### src/rtl/seq_detector_ctrl_if.sv
// ============================================================================
//  Module   : seq_detector_ctrl_if
//  Brief    : Requester/datapath bundle for the shared sequence-detector controller.
//  Revision : 1.0
// ============================================================================
`default_nettype none

interface seq_detector_ctrl_if #(
  parameter int WIDTH = 7,
  parameter int NREQ  = 2,
  parameter int CNT_W = 8
);
  localparam int OWNER_W = $clog2(NREQ);

  logic [NREQ-1:0]       req;
  logic [NREQ*WIDTH-1:0] req_seq;
  logic                  data_in;
  logic [NREQ-1:0]       gnt;
  logic [OWNER_W-1:0]    owner;
  logic                  active;
  logic                  match;
  logic [CNT_W-1:0]      match_cnt;

  modport master (
    output req, req_seq, data_in,
    input  gnt, owner, active, match, match_cnt
  );

  modport slave (
    input  req, req_seq, data_in,
    output gnt, owner, active, match, match_cnt
  );
endinterface

`default_nettype wire

### src/rtl/seq_detector_ctrl.sv
// ============================================================================
//  Module   : seq_detector_ctrl
//  Brief    : Round-robin arbitrated controller for a shared serial pattern
//             detector: grant, pattern load, warm-up gating, match counting.
//             SEQ_CTRL_RESTART_EN selects non-overlapping detection.
//  Revision : 1.0
// ============================================================================
`default_nettype none

module seq_detector_ctrl #(
  parameter int WIDTH = 7,
  parameter int NREQ  = 2,
  parameter int CNT_W = 8
) (
  input  logic               clk,
  input  logic               rst_n,
  seq_detector_ctrl_if.slave bus
);

  localparam int OWNER_W = $clog2(NREQ);
  localparam int WCNT_W  = (WIDTH > 2) ? $clog2(WIDTH - 1) : 1;

  localparam logic [1:0] ST_IDLE = 2'd0;
  localparam logic [1:0] ST_WARM = 2'd1;
  localparam logic [1:0] ST_RUN  = 2'd2;

  localparam logic [WCNT_W-1:0]  WARM_LAST = WCNT_W'(WIDTH - 2);
  localparam logic [CNT_W-1:0]   CNT_MAX   = '1;
  localparam logic [OWNER_W-1:0] LAST_REQ  = OWNER_W'(NREQ - 1);
  localparam logic [NREQ-1:0]    GNT_ONE   = NREQ'(1);

  logic [1:0]         r_state;
  logic [NREQ-1:0]    r_gnt;
  logic [OWNER_W-1:0] r_owner;
  logic [OWNER_W-1:0] r_ptr;
  logic [WIDTH-1:0]   r_pattern;
  logic [WIDTH-2:0]   r_shift;
  logic [WCNT_W-1:0]  r_warm_cnt;
  logic [CNT_W-1:0]   r_cnt;

  logic [WIDTH-1:0]   w_window;
  logic               w_match;
  logic               w_any_req;
  logic               w_release;
  logic               w_found;
  logic [OWNER_W-1:0] w_winner;
  logic [OWNER_W-1:0] w_ptr_next;
  logic [NREQ-1:0]    w_gnt_next;
  logic [WIDTH-1:0]   w_pattern_sel;
  int                 w_idx;

  // Oldest bit sits at the top, so pattern[WIDTH-1] meets the first bit sent.
  assign w_window  = {r_shift, bus.data_in};
  assign w_match   = (r_state == ST_RUN) && (w_window == r_pattern);
  assign w_any_req = |bus.req;
  assign w_release = (r_state != ST_IDLE) && !bus.req[r_owner];

  // First requester at or after the pointer, wrapping around.
  always_comb begin
    w_found  = 1'b0;
    w_winner = '0;
    w_idx    = 0;
    for (int k = 0; k < NREQ; k++) begin
      w_idx = int'(r_ptr) + k;
      if (w_idx >= NREQ) begin
        w_idx = w_idx - NREQ;
      end
      if (!w_found && bus.req[w_idx]) begin
        w_found  = 1'b1;
        w_winner = OWNER_W'(w_idx);
      end
    end
  end

  assign w_ptr_next    = (w_winner == LAST_REQ) ? '0 : w_winner + 1'b1;
  assign w_gnt_next    = GNT_ONE << w_winner;
  assign w_pattern_sel = bus.req_seq[w_winner*WIDTH +: WIDTH];

  always_ff @(posedge clk or negedge rst_n) begin
    if (!rst_n) begin
      r_state    <= ST_IDLE;
      r_gnt      <= '0;
      r_owner    <= '0;
      r_ptr      <= '0;
      r_pattern  <= '0;
      r_shift    <= '0;
      r_warm_cnt <= '0;
      r_cnt      <= '0;
    end else begin
      if (r_state != ST_IDLE) begin
        r_shift <= w_window[WIDTH-2:0];
      end
      // A match in the release cycle still lands here before the state drops.
      if (w_match && (r_cnt != CNT_MAX)) begin
        r_cnt <= r_cnt + 1'b1;
      end

      case (r_state)
        ST_IDLE: begin
          if (w_any_req) begin
            r_state    <= ST_WARM;
            r_gnt      <= w_gnt_next;
            r_owner    <= w_winner;
            r_ptr      <= w_ptr_next;
            r_pattern  <= w_pattern_sel;
            r_shift    <= '0;
            r_warm_cnt <= '0;
            r_cnt      <= '0;
          end
        end

        ST_WARM: begin
          if (w_release) begin
            r_state <= ST_IDLE;
            r_gnt   <= '0;
          end else if (r_warm_cnt == WARM_LAST) begin
            r_state <= ST_RUN;
          end else begin
            r_warm_cnt <= r_warm_cnt + 1'b1;
          end
        end

        ST_RUN: begin
          if (w_release) begin
            r_state <= ST_IDLE;
            r_gnt   <= '0;
          end
`ifdef SEQ_CTRL_RESTART_EN
          else if (w_match) begin
            r_state    <= ST_WARM;
            r_shift    <= '0;
            r_warm_cnt <= '0;
          end
`endif
        end

        default: begin
          r_state <= ST_IDLE;
          r_gnt   <= '0;
        end
      endcase
    end
  end

  assign bus.gnt       = r_gnt;
  assign bus.owner     = r_owner;
  assign bus.active    = (r_state != ST_IDLE);
  assign bus.match     = w_match;
  assign bus.match_cnt = r_cnt;

endmodule

`default_nettype wire

### src/flat_wrapper.sv
// flat-port wrapper written by rule: the top's interface ports become plain ports
module seq_detector_ctrl_flat 
#(
  parameter int WIDTH = 7,
  parameter int NREQ  = 2,
  parameter int CNT_W = 8
)
  (clk, rst_n, bus_req, bus_req_seq, bus_data_in, bus_gnt, bus_owner, bus_active, bus_match, bus_match_cnt);
  seq_detector_ctrl_if #(.WIDTH(WIDTH), .NREQ(NREQ), .CNT_W(CNT_W)) bus_i ();
  input  logic clk;
  input  logic rst_n;
  input wire logic [$bits(bus_i.req)-1:0] bus_req;
  input wire logic [$bits(bus_i.req_seq)-1:0] bus_req_seq;
  input wire logic [$bits(bus_i.data_in)-1:0] bus_data_in;
  output wire logic [$bits(bus_i.gnt)-1:0] bus_gnt;
  output wire logic [$bits(bus_i.owner)-1:0] bus_owner;
  output wire logic [$bits(bus_i.active)-1:0] bus_active;
  output wire logic [$bits(bus_i.match)-1:0] bus_match;
  output wire logic [$bits(bus_i.match_cnt)-1:0] bus_match_cnt;
  assign bus_i.req = bus_req;
  assign bus_i.req_seq = bus_req_seq;
  assign bus_i.data_in = bus_data_in;
  assign bus_gnt = bus_i.gnt;
  assign bus_owner = bus_i.owner;
  assign bus_active = bus_i.active;
  assign bus_match = bus_i.match;
  assign bus_match_cnt = bus_i.match_cnt;
  seq_detector_ctrl #(.WIDTH(WIDTH), .NREQ(NREQ), .CNT_W(CNT_W)) u_core (.clk(clk), .rst_n(rst_n), .bus(bus_i));
endmodule
### config.mk
export PLATFORM = sky130hd
export DESIGN_NAME = seq_detector_ctrl_flat
export DESIGN_NICKNAME = d
export VERILOG_FILES = /design/src/rtl/seq_detector_ctrl_if.sv /design/src/rtl/seq_detector_ctrl.sv /design/src/flat_wrapper.sv
export SDC_FILE = /design/constraint.sdc
export NUM_CORES = 1
export LEC_CHECK = 0
export BUFFER_PORTS_ARGS = -buffer_cell sky130_fd_sc_hd__buf_2
export CAP_MARGIN = 20
export CORE_MARGIN = 5
export CORE_UTILIZATION = 45
export DETAILED_ROUTE_END_ITERATION = 12
export PLACE_DENSITY = 0.67
export SETUP_SLACK_MARGIN = 0.1
export SYNTH_ARGS = -nofsm -noshare
export SYNTH_HDL_FRONTEND = slang
export SYNTH_SLANG_ARGS = --single-unit
### constraint.sdc
create_clock -name clk -period 1.8 [get_ports clk]
set_input_delay 0.09 -clock clk [delete_from_list [all_inputs] [get_ports clk]]
set_output_delay 0.09 -clock clk [all_outputs]
set_load 0.02 [all_outputs]
# Yosys cells after proc, flatten, opt, wreduce, memory -nomap -nowiden
# Index checks and enable logic that the tools add are counted.
[word_totals]
regBits = 30
input_bits = 19
out_inout_bits = 13
word_cells = 79
[classes]
add_sub_neg = 6
n_mul = 1
n_lt_le_gt_ge = 5
eq_ne = 11
shift = 2
muxes = 31
n_reduce_logical = 15
[op_table]
columns = ["cell", "n"]
rows = [
  ["32-bit by 3-bit < comparator with 1-bit output (second input constant)", 2],
  ["32-bit two-way mux", 2],
  ["32-bit by 3-bit >= comparator with 1-bit output (second input constant)", 1],
  ["32-bit by 3-bit subtractor with 32-bit output (second input constant)", 1],
  ["8-bit two-way mux", 3],
  ["6-bit two-way mux", 3],
  ["14-bit by 5-bit variable part select with 7-bit output", 1],
  ["1-bit two-way mux", 12],
  ["2-bit two-way mux", 5],
  ["3-bit two-way mux", 3],
  ["8-bit by 1-bit adder with 8-bit output (second input constant)", 1],
  ["8-bit != test (second input constant)", 1],
  ["7-bit == test", 1],
  ["2-bit by 1-bit != test with 1-bit output (second input constant)", 3],
  ["2-bit one-hot mux with 3 select lines", 1],
  ["3-bit one-hot mux with 2 select lines", 1],
  ["1-bit logical AND", 4],
  ["1-bit by 3-bit multiplier with 4-bit output (second input constant)", 1],
  ["2-bit != test (second input constant)", 2],
  ["2-bit one-hot mux with 2 select lines", 1],
  ["2-bit AND reduction", 2],
  ["4-bit AND reduction", 1],
  ["2-bit nonzero test", 2],
  ["2-bit OR reduction", 2],
  ["other kinds (14)", 15],
]

# Logic depth before layout (Yosys ltp)
[logic_depth]
word_depth = 12
depth_mapped = 7
depth_no_buf = 7

# Worst setup path before layout
# Ideal clock, no wire load.
[synth_timing]
path_type = "register to register"
startpoint = "register u_core.r_cnt[0] (netlist: u_core.bus.match_cnt[0])"
endpoint = "register u_core.r_cnt[2] (netlist: u_core.bus.match_cnt[2])"
setup_ns = 0.120
t_arrival_ns = 1.682
required_ns = 1.680
setup_slack_ns = -0.002
stages_incl_launch_ff = 7
n_path_buf = 0
period_less_slack_ns = 1.802
cell_sequence = "dfrtp_1 -> ha_1 -> and3_1 -> and3_1 -> nor3_4 -> a21oi_1 -> a31o_1"
[synth_via]
elab_chain_cells = 5
word_cells_on_any_way = 6
cone_classes = "1 x add/sub; 1 x eq/ne; 3 x mux; 1 x reduce/logical"
[synth_lines]
columns = ["element", "line", "source"]
rows = [
  ["start, declared", "seq_detector_ctrl.sv:39", "logic [CNT_W-1:0] r_cnt;"],
  ["start signal, assigned", "seq_detector_ctrl.sv:95", "r_cnt <= r_cnt + 1'b1;"],
  ["branches (longest 2 deep; another with 8-bit by 1-bit adder with 8-bit output)", "--", ""],
  ["8-bit two-way mux *", "seq_detector_ctrl.sv:94", "if (w_match && (r_cnt != CNT_MAX)) begin"],
  ["8-bit two-way mux", "seq_detector_ctrl.sv:100", "if (w_any_req) begin"],
  ["8-bit two-way mux *", "seq_detector_ctrl.sv:98", "case (r_state)"],
]
# Every way passes the cells marked *.
# A chain may end at the register's enable or synchronous reset.

# Worst setup path after layout
[layout_timing]
startpoint = "register u_core.r_cnt[1] (netlist: u_core.bus.match_cnt[1])"
endpoint = "register u_core.r_cnt[7] (netlist: u_core.bus.match_cnt[7])"
# The elaborated chain is that of the path after synthesis.

==> summary.md <==
| Metric | Value |
|---|---|
| Status | `completed` |
| Layout cells sized above 1 | `0.368` |
| Max-Cap Viols | `0` |
| Most frequent cells in the layout | `buf_2 (31), dfrtp_1 (28), nand2_1 (14)` |
| Clock network power share | `0.153` |
| Crit share post-route | `0.922` |
| GRT Total Usage | `0.163` |
| Bufs on Longest Clock Path | `2` |
| Fillers | `308` |
| # rows | `21` |
| Initial DRC Count | `59` |
| Final ANT Viol Nets | `0` |
| Relative slew slack | `0.552` |
| Critical Path Sink Type | `register` |
| Crit-path cells | `ha_4 -> and3_4 -> and3_4 -> nor3_4 -> buf_4 -> a21oi_1 -> a31o_1` |
| TNS Setup | `0 ns` |
| Routed wire length per instance | `14.4 um` |
| Hold path startpoint | `bus_req_seq[9]` |
| Worst Path Max Fanout | `4` |
| Unrepaired setup endpoints after global routing | `yes` |
| CTS tree | `done` |
| Register bit total from synthesis | `30` |
| Gate power share | `0.444` |
| Busiest grt layer | `met2` |
| Cts bufs inserted | `5` |
| Number of flops mapped to enable cells by yosys | `0` |
| Reg2reg start | `u_core.bus.match_cnt[1]$_DFF_PN0_` |
| Io pins | `32` |
| Slew of the pin with the lowest slew margin | `0.672 ns` |
| FMAX | `603 MHz` |
| Post-layout min period | `1.66 ns` |
| Full die area | `0.00493 mm2` |
| Crit-path slowest cell | `dfrtp_2` |
| CP top delay family | `simple AND/OR/NAND/NOR gates` |
| Die H | `70.2 um` |
| Post-synthesis cell type count | `38` |
| Power density over cell area | `1300 mW/mm2` |
| Root buffer cell | `clkbuf_4` |
| Layout area overhead | `24.7%` |
| Die width | `70.2 um` |
| Hpwl dp | `2.66 mm` |
| First-pass GRT wire length | `6.40 mm` |
| Final Cell Area | `0.00204 mm2` |
| Routed Wire Length | `3.59 mm` |
| Worst hold slack | `0.0475 ns` |
| Synth Flop Type | `dfrtp_1` |
| Yosys warns | `0` |
| Final Slew Violations | `0` |
| Crit Path Category | `reg -> reg` |
| Hold Path Class | `in -> reg` |
| # DRC | `0` |
| CP Buf/Inv Count | `1` |
| Area post-placement | `0.00190 mm2` |
| Clk_lat worst skew | `0.33 ns` |
| CTS HTree Levels | `2` |
| Pleak | `1.01 nW` |
| Clock Pin Slew Worst Setup and Hold Paths | `0.09 ns` |
| Final setup viols | `0` |
| Sw Ratio | `0.395` |
| P_sw | `0.00105 W` |
| Crit-path most repeated cell | `and3_4` |
| Drt via density | `5.29` |
| Seq/Total Area, Yosys | `0.460` |
| Average size of a mapped cell | `10.5 um2` |
| Crit path from | `u_core.bus.match_cnt[1]$_DFF_PN0_` |
| Initial DRT Pass Iterations | `4` |
| Final global-route overflow total | `0` |
| Skew final | `0.0101 ns` |
| Routing usage on met2 | `0.278` |
| Setup crit start kind | `register` |
| Syn nets | `181` |
| Initial antenna violation count | `0` |
| ANT cells | `0` |
| Number of global-route vias before repair | `1383` |
| Final Hold Fails | `0` |
| CORE AREA | `0.00342 mm2` |
| Internal Pwr Total | `0.00160 W` |
| GR Layer Usage met1 | `0.192` |
| Met3 Usage GRT | `0.0516` |
| # nets final | `229` |
| Synth Cell Area | `0.00163 mm2` |
| Worst Path Arrival | `1.87 ns` |
| Starting Density | `0.478` |
| I/O Buffers | `31` |
| DR vias | `1323` |
| CP peak stage delay | `0.44 ns` |
| Peak supply drop | `0.627 mV` |
| Most common cell after layout, fill and taps aside | `buf_2` |
| Post-Syn Instances | `156` |
| Gpl congestion | `0.839` |
| Seq pwr share | `0.402` |
| Post-synth ARST share | `1.00` |
| Sink Count | `30` |
| CP required | `2.01 ns` |
| Largest net degree at the start of global routing | `31` |
-- state kept, by name, indices dropped and copies added, names as in the netlist --
register	flops
u_core.r_pattern	7
u_core.r_ptr	1
u_core.r_warm_cnt	3
u_core.bus.owner	1
u_core.r_shift	6
u_core.bus.gnt	2
u_core.bus.match_cnt	8
u_core.r_state	2
-- cell usage after synthesis, drive strengths merged (2+ instances only) --
library cell,count,share of area
nor2b,2,0.0077
xnor2,9,0.071
nand2,14,0.032
o21ai,13,0.042
ha,6,0.046
nor2,15,0.036
mux2i,9,0.055
dfrtp,30,0.46
nor3,2,0.013
clkbuf,3,0.0069
a21oi,7,0.021
a31o,3,0.016
a21o,3,0.015
nand2b,2,0.0077
inv,6,0.014
a22o,7,0.038
and3,7,0.027
nand3,2,0.0061
nand4,2,0.015
and4,2,0.011
-- metrics by stage --
| step | cells | utilization | setup slack (ns) | power [W] |
|---|---|---|---|---|
| after CTS | 247 | 0.584 | 0.116 | 0.00266 |
| final | 250 | 0.596 | 0.141 | 0.00265 |
| after detailed placement | 235 | 0.556 | 0.0301 | 0.00223 |
| after floorplan | 156 | - | 0.0897 | 0.00190 |
| after global routing | 250 | 0.596 | 0.0449 | 0.00287 |
| after global placement | 235 | 0.556 | 0.0928 | 0.00218 |
-- tightest hold or removal path, cell delays in order --
cell and delay (ns):
buf_2 0.07, mux2i_1 0.05, o21ai_0 0.13
-- cell type report --
| cell class | instances | area (um2) | area share |
|---|---|---|---|
| clock buffers | 7 | 55.1 | 0.0270 |
| flip-flops and latches | 30 | 753 | 0.370 |
| multi-input cells | 116 | 881 | 0.433 |
| inverters | 6 | 22.5 | 0.0111 |
| well taps | 46 | 57.6 | 0.0283 |
| repair buffers | 45 | 267 | 0.131 |
-- cells by family (layout without fill, tap and decap cells) --
group	Yosys count	count (layout)	share of synthesized area
simple gates	50	50	0.166
compound gates	41	41	0.171
flops	30	30	0.460
mux	10	10	0.0621
buf+inv	10	58	0.0238
xor+xnor	9	9	0.0713
fa+ha+maj	6	6	0.0460
-- final timing paths --
check	slack, ns	endpoint	depth (start not counted)
worst max-delay path	0.14	u_core.bus.match_cnt[7]$_DFF_PN0_	7
worst min-delay path	0.05	u_core.r_pattern[2]$_DFFE_PN0P_	3
worst max register to register	0.14	u_core.bus.match_cnt[7]$_DFF_PN0_	7
worst min register to register	0.50	u_core.bus.gnt[0]$_DFFE_PN0P_	1
max in group asynchronous	1.00	u_core.bus.match_cnt[0]$_DFF_PN0_	2
min in group asynchronous	0.33	u_core.r_warm_cnt[1]$_DFFE_PN0P_	2
-- power groups by stage --
stage               registers [W]  logic, W  clock network [W]
global placement          0.00107   0.00111                  0
global route              0.00109   0.00132           0.000449
detailed placement        0.00108   0.00115                  0
finish                    0.00107   0.00118           0.000407
CTS                       0.00107   0.00118           0.000422
floorplan                 0.00107  0.000821                  0
-- what timing repair did --
action                                  in CTS  in global routing
hold buffers                                 1                  0
setup buffers                                4                  3
endpoints found under the setup margin       6                 14
resized for setup                            0                  8
hold endpoints to repair                    30                  0
pin swaps                                    2                  2
-- per-layer routing --
metal	wire length (um)	part of all wire	up-vias
met1	1550	0.43	632
met5	0	0	-
met4	55	0.015	0
li1	-	-	652
met2	1790	0.50	34
met3	201	0.056	5
Power figures use the tool's default switching activity.
